`config.mk`:
```
export PLATFORM = sky130hd
export DESIGN_NAME = t_toggle_counter
export DESIGN_NICKNAME = d
export VERILOG_FILES = /design/src/rtl/t_toggle_counter.sv
export SDC_FILE = /design/constraint.sdc
export NUM_CORES = 1
export LEC_CHECK = 0
export ABC_CLOCK_PERIOD_IN_PS = 2600
export BUFFER_PORTS_ARGS = -buffer_cell sky130_fd_sc_hd__buf_4
export CAP_MARGIN = 20
export CELL_PAD_IN_SITES_DETAIL_PLACEMENT = 0
export CELL_PAD_IN_SITES_GLOBAL_PLACEMENT = 2
export CORE_MARGIN = 4
export CORE_UTILIZATION = 24
export CTS_BUF_LIST = sky130_fd_sc_hd__clkbuf_16
export DETAILED_ROUTE_END_ITERATION = 6
export PLACE_DENSITY = 0.79
export SYNTH_ARGS = -nofsm -noshare
export SYNTH_HDL_FRONTEND = slang
export SYNTH_SLANG_ARGS = --single-unit
```
`constraint.sdc`:
```
create_clock -name clk -period 2.6 [get_ports clk]
set_clock_uncertainty 0.2 [all_clocks]
set_input_delay 0.52 -clock clk [delete_from_list [all_inputs] [get_ports clk]]
set_output_delay 0.52 -clock clk [all_outputs]
set_load 0.005 [all_outputs]
```
`src/rtl/t_toggle_counter.sv`:
```
// Bank of WIDTH T flip-flops acting as a toggle register or a binary up/down
// counter, with per-bit sync preset/clear/load priority and an optional saturate.

module t_toggle_counter_stage #(
  parameter logic RST_BIT = 1'b0
) (
  input  logic clk,
  input  logic rst,
  input  logic pre,
  input  logic clr,
  input  logic load,
  input  logic d,
  input  logic tog,
  output logic q
);
  logic q_q, q_d;

  // Preset beats clear, so pre+clr together still yields a one.
  always_comb begin
    q_d = q_q;
    if (pre)       q_d = 1'b1;
    else if (clr)  q_d = 1'b0;
    else if (load) q_d = d;
    else if (tog)  q_d = ~q_q;
  end

  always_ff @(posedge clk or posedge rst) begin
    if (rst) q_q <= RST_BIT;
    else     q_q <= q_d;
  end

  assign q = q_q;
endmodule

module t_toggle_counter #(
  parameter int                 WIDTH    = 4,
  parameter logic [WIDTH-1:0]   RST_VAL  = '0,
  parameter bit                 SATURATE = 1'b0
) (
  input  logic             clk,
  input  logic             rst,
  input  logic             en,
  input  logic             pre,
  input  logic             clr,
  input  logic             load,
  input  logic [WIDTH-1:0] d,
  input  logic [1:0]       mode,
  input  logic [WIDTH-1:0] t,
  output logic [WIDTH-1:0] q,
  output logic [WIDTH-1:0] qn,
  output logic             tc,
  output logic             wrap
);
  typedef enum logic [1:0] {M_TOG = 2'b00, M_UP = 2'b01, M_DN = 2'b10, M_HOLD = 2'b11} mode_e;

  mode_e            m;
  logic [WIDTH-1:0] ones_below, zeros_below, tog;
  logic             active, at_max, at_min, wrap_edge, sat_hold;
  logic             wrap_q, wrap_d;

  assign m      = mode_e'(mode);
  assign active = en & ~pre & ~clr & ~load;
  assign at_max = &q;
  assign at_min = ~|q;

  assign tc        = ((m == M_UP) & at_max) | ((m == M_DN) & at_min);
  assign wrap_edge = active & tc;
  assign sat_hold  = SATURATE & wrap_edge;
  assign wrap_d    = wrap_edge & ~SATURATE;

  for (genvar i = 0; i < WIDTH; i++) begin : g_stage
    // Bits strictly below i; empty for bit 0, so bit 0 always toggles when counting.
    localparam logic [WIDTH-1:0] MASK = {WIDTH{1'b1}} >> (WIDTH - i);

    assign ones_below[i]  = &(q | ~MASK);
    assign zeros_below[i] = ~|(q & MASK);

    always_comb begin
      tog[i] = 1'b0;
      if (active && !sat_hold) begin
        case (m)
          M_TOG:   tog[i] = t[i];
          M_UP:    tog[i] = ones_below[i];
          M_DN:    tog[i] = zeros_below[i];
          default: tog[i] = 1'b0;
        endcase
      end
    end

    t_toggle_counter_stage #(.RST_BIT(RST_VAL[i])) u_stage (
      .clk  (clk),
      .rst  (rst),
      .pre  (pre),
      .clr  (clr),
      .load (load),
      .d    (d[i]),
      .tog  (tog[i]),
      .q    (q[i])
    );
  end

  always_ff @(posedge clk or posedge rst) begin
    if (rst) wrap_q <= 1'b0;
    else     wrap_q <= wrap_d;
  end

  assign wrap = wrap_q;
  assign qn   = ~q;
endmodule

```
==> metrics.log <==
[metrics] share of the yosys chip area belonging to registers: 26.46%
[metrics] Final WS setup: 0.2322 ns
[metrics] clock sink count: 5
[metrics] area after detailed placement: 654.4 um^2
[metrics] number of antenna violations at the first check in global routing: 0
[metrics] mean instance size in the synthesized netlist: 8.446 um^2
[metrics] highest-count cells in the layout ignoring fill and taps: 25 x sky130_fd_sc_hd__buf_4, 9 x sky130_fd_sc_hd__inv_1
[metrics] data arrival time of the worst path: 1.65 ns
[metrics] Max Cap Violations: 0
[metrics] CTS H-Tree Depth: 1
[metrics] post-CTS repair timing setup buffer count: 0
[metrics] Critical Path Fanout Max: 3
[metrics] type of the tightest min-delay check: in -> reg
[metrics] R2R setup slack: between 0.7 and 0.8 ns
[metrics] delay of the slowest cell on the worst path: 0.45 ns
[metrics] portion of synthesized cell area occupied by the leading cell type: about a quarter
[metrics] total count of max-transition violations in the final report: 0
[metrics] critical path type: in -> out
[metrics] VDD IR-drop max: 219.6 uV
[metrics] post-placement setup slack: 0.2301 ns
[metrics] transition at the pin with the smallest max-transition slack: 0.2640 ns
[metrics] die boundary height: 52.39 um
[metrics] PostCTS Resize Cnt: 0
[metrics] HPWL after detailed placement: roughly 1000 um
[metrics] internal power: 0.3294 mW
[metrics] Placeable Area: approximately 1800 um^2
[metrics] last weighted congestion value of the routability-driven placer: just under 0.7
[metrics] layout cell share with drive strength beyond 1: 39.51%
[metrics] top-level I/O count: 26
[metrics] logic gate share of total power: 18.8%
[metrics] netlist area before placement: roughly 470 um^2
[metrics] die boundary width: 52.39 um
[metrics] reg2reg start: g_stage[0].u_stage.q
[metrics] part of the total power dissipated in sequential elements: 22.1%
[metrics] Buffers on Ports: 25
[metrics] Relative slew margins: between 80% and 90%
[metrics] Clock Tree Buf Depth: 2
[metrics] syn_nets: 76
[metrics] Vias/cell: approximately 4.3
[metrics] Fill cells: 197
[metrics] effective utilization at floorplan: between 20% and 30%
[metrics] diode count: 0
[metrics] switching part of the total power: 22.19%
[metrics] grt total ovfl: 0
[metrics] floorplan row count: 15
[metrics] CP Data Required Time: around 1.9 ns
[metrics] kind of cell adding the most delay to the critical path: simple AND/OR/NAND/NOR gates
[metrics] type of destination of the critical path: primary output
[metrics] CTS clk-pin slew, worst paths: 0.03 ns
[metrics] hold violation total from the final report: 0
[metrics] power consumption: 0.4233 mW
[metrics] synthesized instance count: 56
[metrics] clock share of power: around 59%
[metrics] cell type with the highest aggregate area in the netlist: sky130_fd_sc_hd__dfrtp_1
[metrics] first-pass GRT wire length: 2035 um
[metrics] DRC violations left: 0
[metrics] final routed wire length divided by cell count: between 10 and 15 um
[metrics] Final Net Count: 102
[metrics] net switching power figure: ~0.094 mW
[metrics] clock latency at the later pin of the worst-skew pair: 0.23 ns
[metrics] sum of buffers and inverters on the critical path: 3
[metrics] share of the clock period used by the worst path: 91.07%
[metrics] total negative slack for setup checks: 0 ns
[metrics] Final Util: 41.25%
[metrics] TritonCTS Buffers: 3
[metrics] post-route cell area: 743.2 um^2
[metrics] via count of the first global-routing pass: ~500
[metrics] Critical Path Source: mode[0]
[metrics] cell with the largest stage delay on the worst path: sky130_fd_sc_hd__or4b_1
[metrics] total die area: 2745 um^2
[metrics] reported leakage power: 0.4024 nW
[metrics] number of vias in the routed layout: approximately 450
[metrics] run status: finished, final reports clean
[metrics] Detailed Route WL: around 1200 um
[metrics] yosys synthesis warning count: 0
[metrics] hold_sp: en
[metrics] minimum clock period: 2.368 ns
[metrics] worst-path cell chain: buf_4, inv_1, ha_1, or4b_1, mux2i_1, buf_4
[metrics] Worst Setup Start Kind: input port
[metrics] Crit path top cell by count: sky130_fd_sc_hd__buf_4
[metrics] TritonCTS clock tree: built
[metrics] post-synthesis cell type count: 20
[metrics] post-synthesis sequential element count: 5
[metrics] Setup violations, final: 0
[metrics] remaining antenna violation count: 0
[metrics] unrepaired setup endpoints after global routing: no
[metrics] cell area power density: about 570 nW/um^2
[metrics] first-iteration detailed-routing DRC count: 1
[metrics] max frequency: roughly 420 MHz
[metrics] synth top area cells: sky130_fd_sc_hd__dfrtp_1 26%, sky130_fd_sc_hd__ha_1 11%, sky130_fd_sc_hd__mux2i_1 11%
[metrics] leading cell type in the layout, fill and taps excluded: sky130_fd_sc_hd__buf_4
[metrics] All-Layer GR Usage: 10.15%
[metrics] first-pass detailed-route iteration total: 4
[metrics] clock tree root buffer cell: sky130_fd_sc_hd__clkbuf_16
[metrics] area growth from synthesis to final layout: 57.14%
[metrics] largest net degree at the start of global routing: 10
logic make-up after synthesis:
kind of cell,share of synthesized area (%)
flops,26.46
compound gates,17.99
simple gates,20.11
mux,10.58
fa+ha+maj,10.58
buf+inv,14.29
path summary, 6_finish.rpt:
path                            depth (start not counted)                    to
worst max-delay path                                    6                    tc
worst min-delay path                                    2                  wrap
worst max register to register                          4  g_stage[3].u_stage.q
worst min register to register                          2  g_stage[2].u_stage.q
max in group asynchronous                               3  g_stage[3].u_stage.q
min in group asynchronous                               3                  wrap
layer usage:
layer	GRT usage, %	routed length, um	vias up
met2	17.36	538	20
li1	-	-	241
met1	11.68	562	188
met4	6.383	17	0
met5	0	0	-
met3	1.425	97	2
power groups by stage:
stage | Combinational, mW | Clock, mW | Sequential, mW
3_5_place_dp | 0.0797 | 0 | 0.0943
6_report | 0.0797 | 0.250 | 0.0936
2_1_floorplan | 0.0436 | 0 | 0.0911
3_3_place_gp | 0.0790 | 0 | 0.0942
4_1_cts | 0.0814 | 0.253 | 0.0938
5_1_grt | 0.0901 | 0.255 | 0.0961
timing repair:
action	in CTS	in global routing
hold endpoints to repair	5	0
hold buffers	1	0
setup endpoints to repair	0	0
cell usage after synthesis, drive strengths merged:
library cell,count
nand3b,1
or4b,1
and2b,1
ha,4
nand2,5
nor3b,1
inv,8
nor3,1
nand4,1
and3,3
a221oi,1
mux2i,5
dfrtp,5
o21ai,8
buf,5
a21oi,5
a211oi,1
flip-flops by register name, summed over array words and instances (netlist names):
signal             count
g_stage.u_stage.q      4
wrap                   1
area by class of cell:
cell class              instances  area (um^2)  share of cell area [%]
multi-input cells              38        280.3                   37.71
repair buffers                 26        197.7                   26.60
flip-flops and latches          5        125.1                   16.84
clock buffers                   3        75.07                   10.10
well taps                      25        31.28                   4.209
inverters                       8        30.03                   4.040
clock inverters                 1        3.754                  0.5051
per-stage QoR:
step,hold WS (ns),std cells
floorplan,0.09852,56
global placement,0.2349,101
detailed placement,0.2374,101
CTS,0.3415,106
global route,0.3553,106
finish,0.3414,106
(Power assumes the default switching activity.)
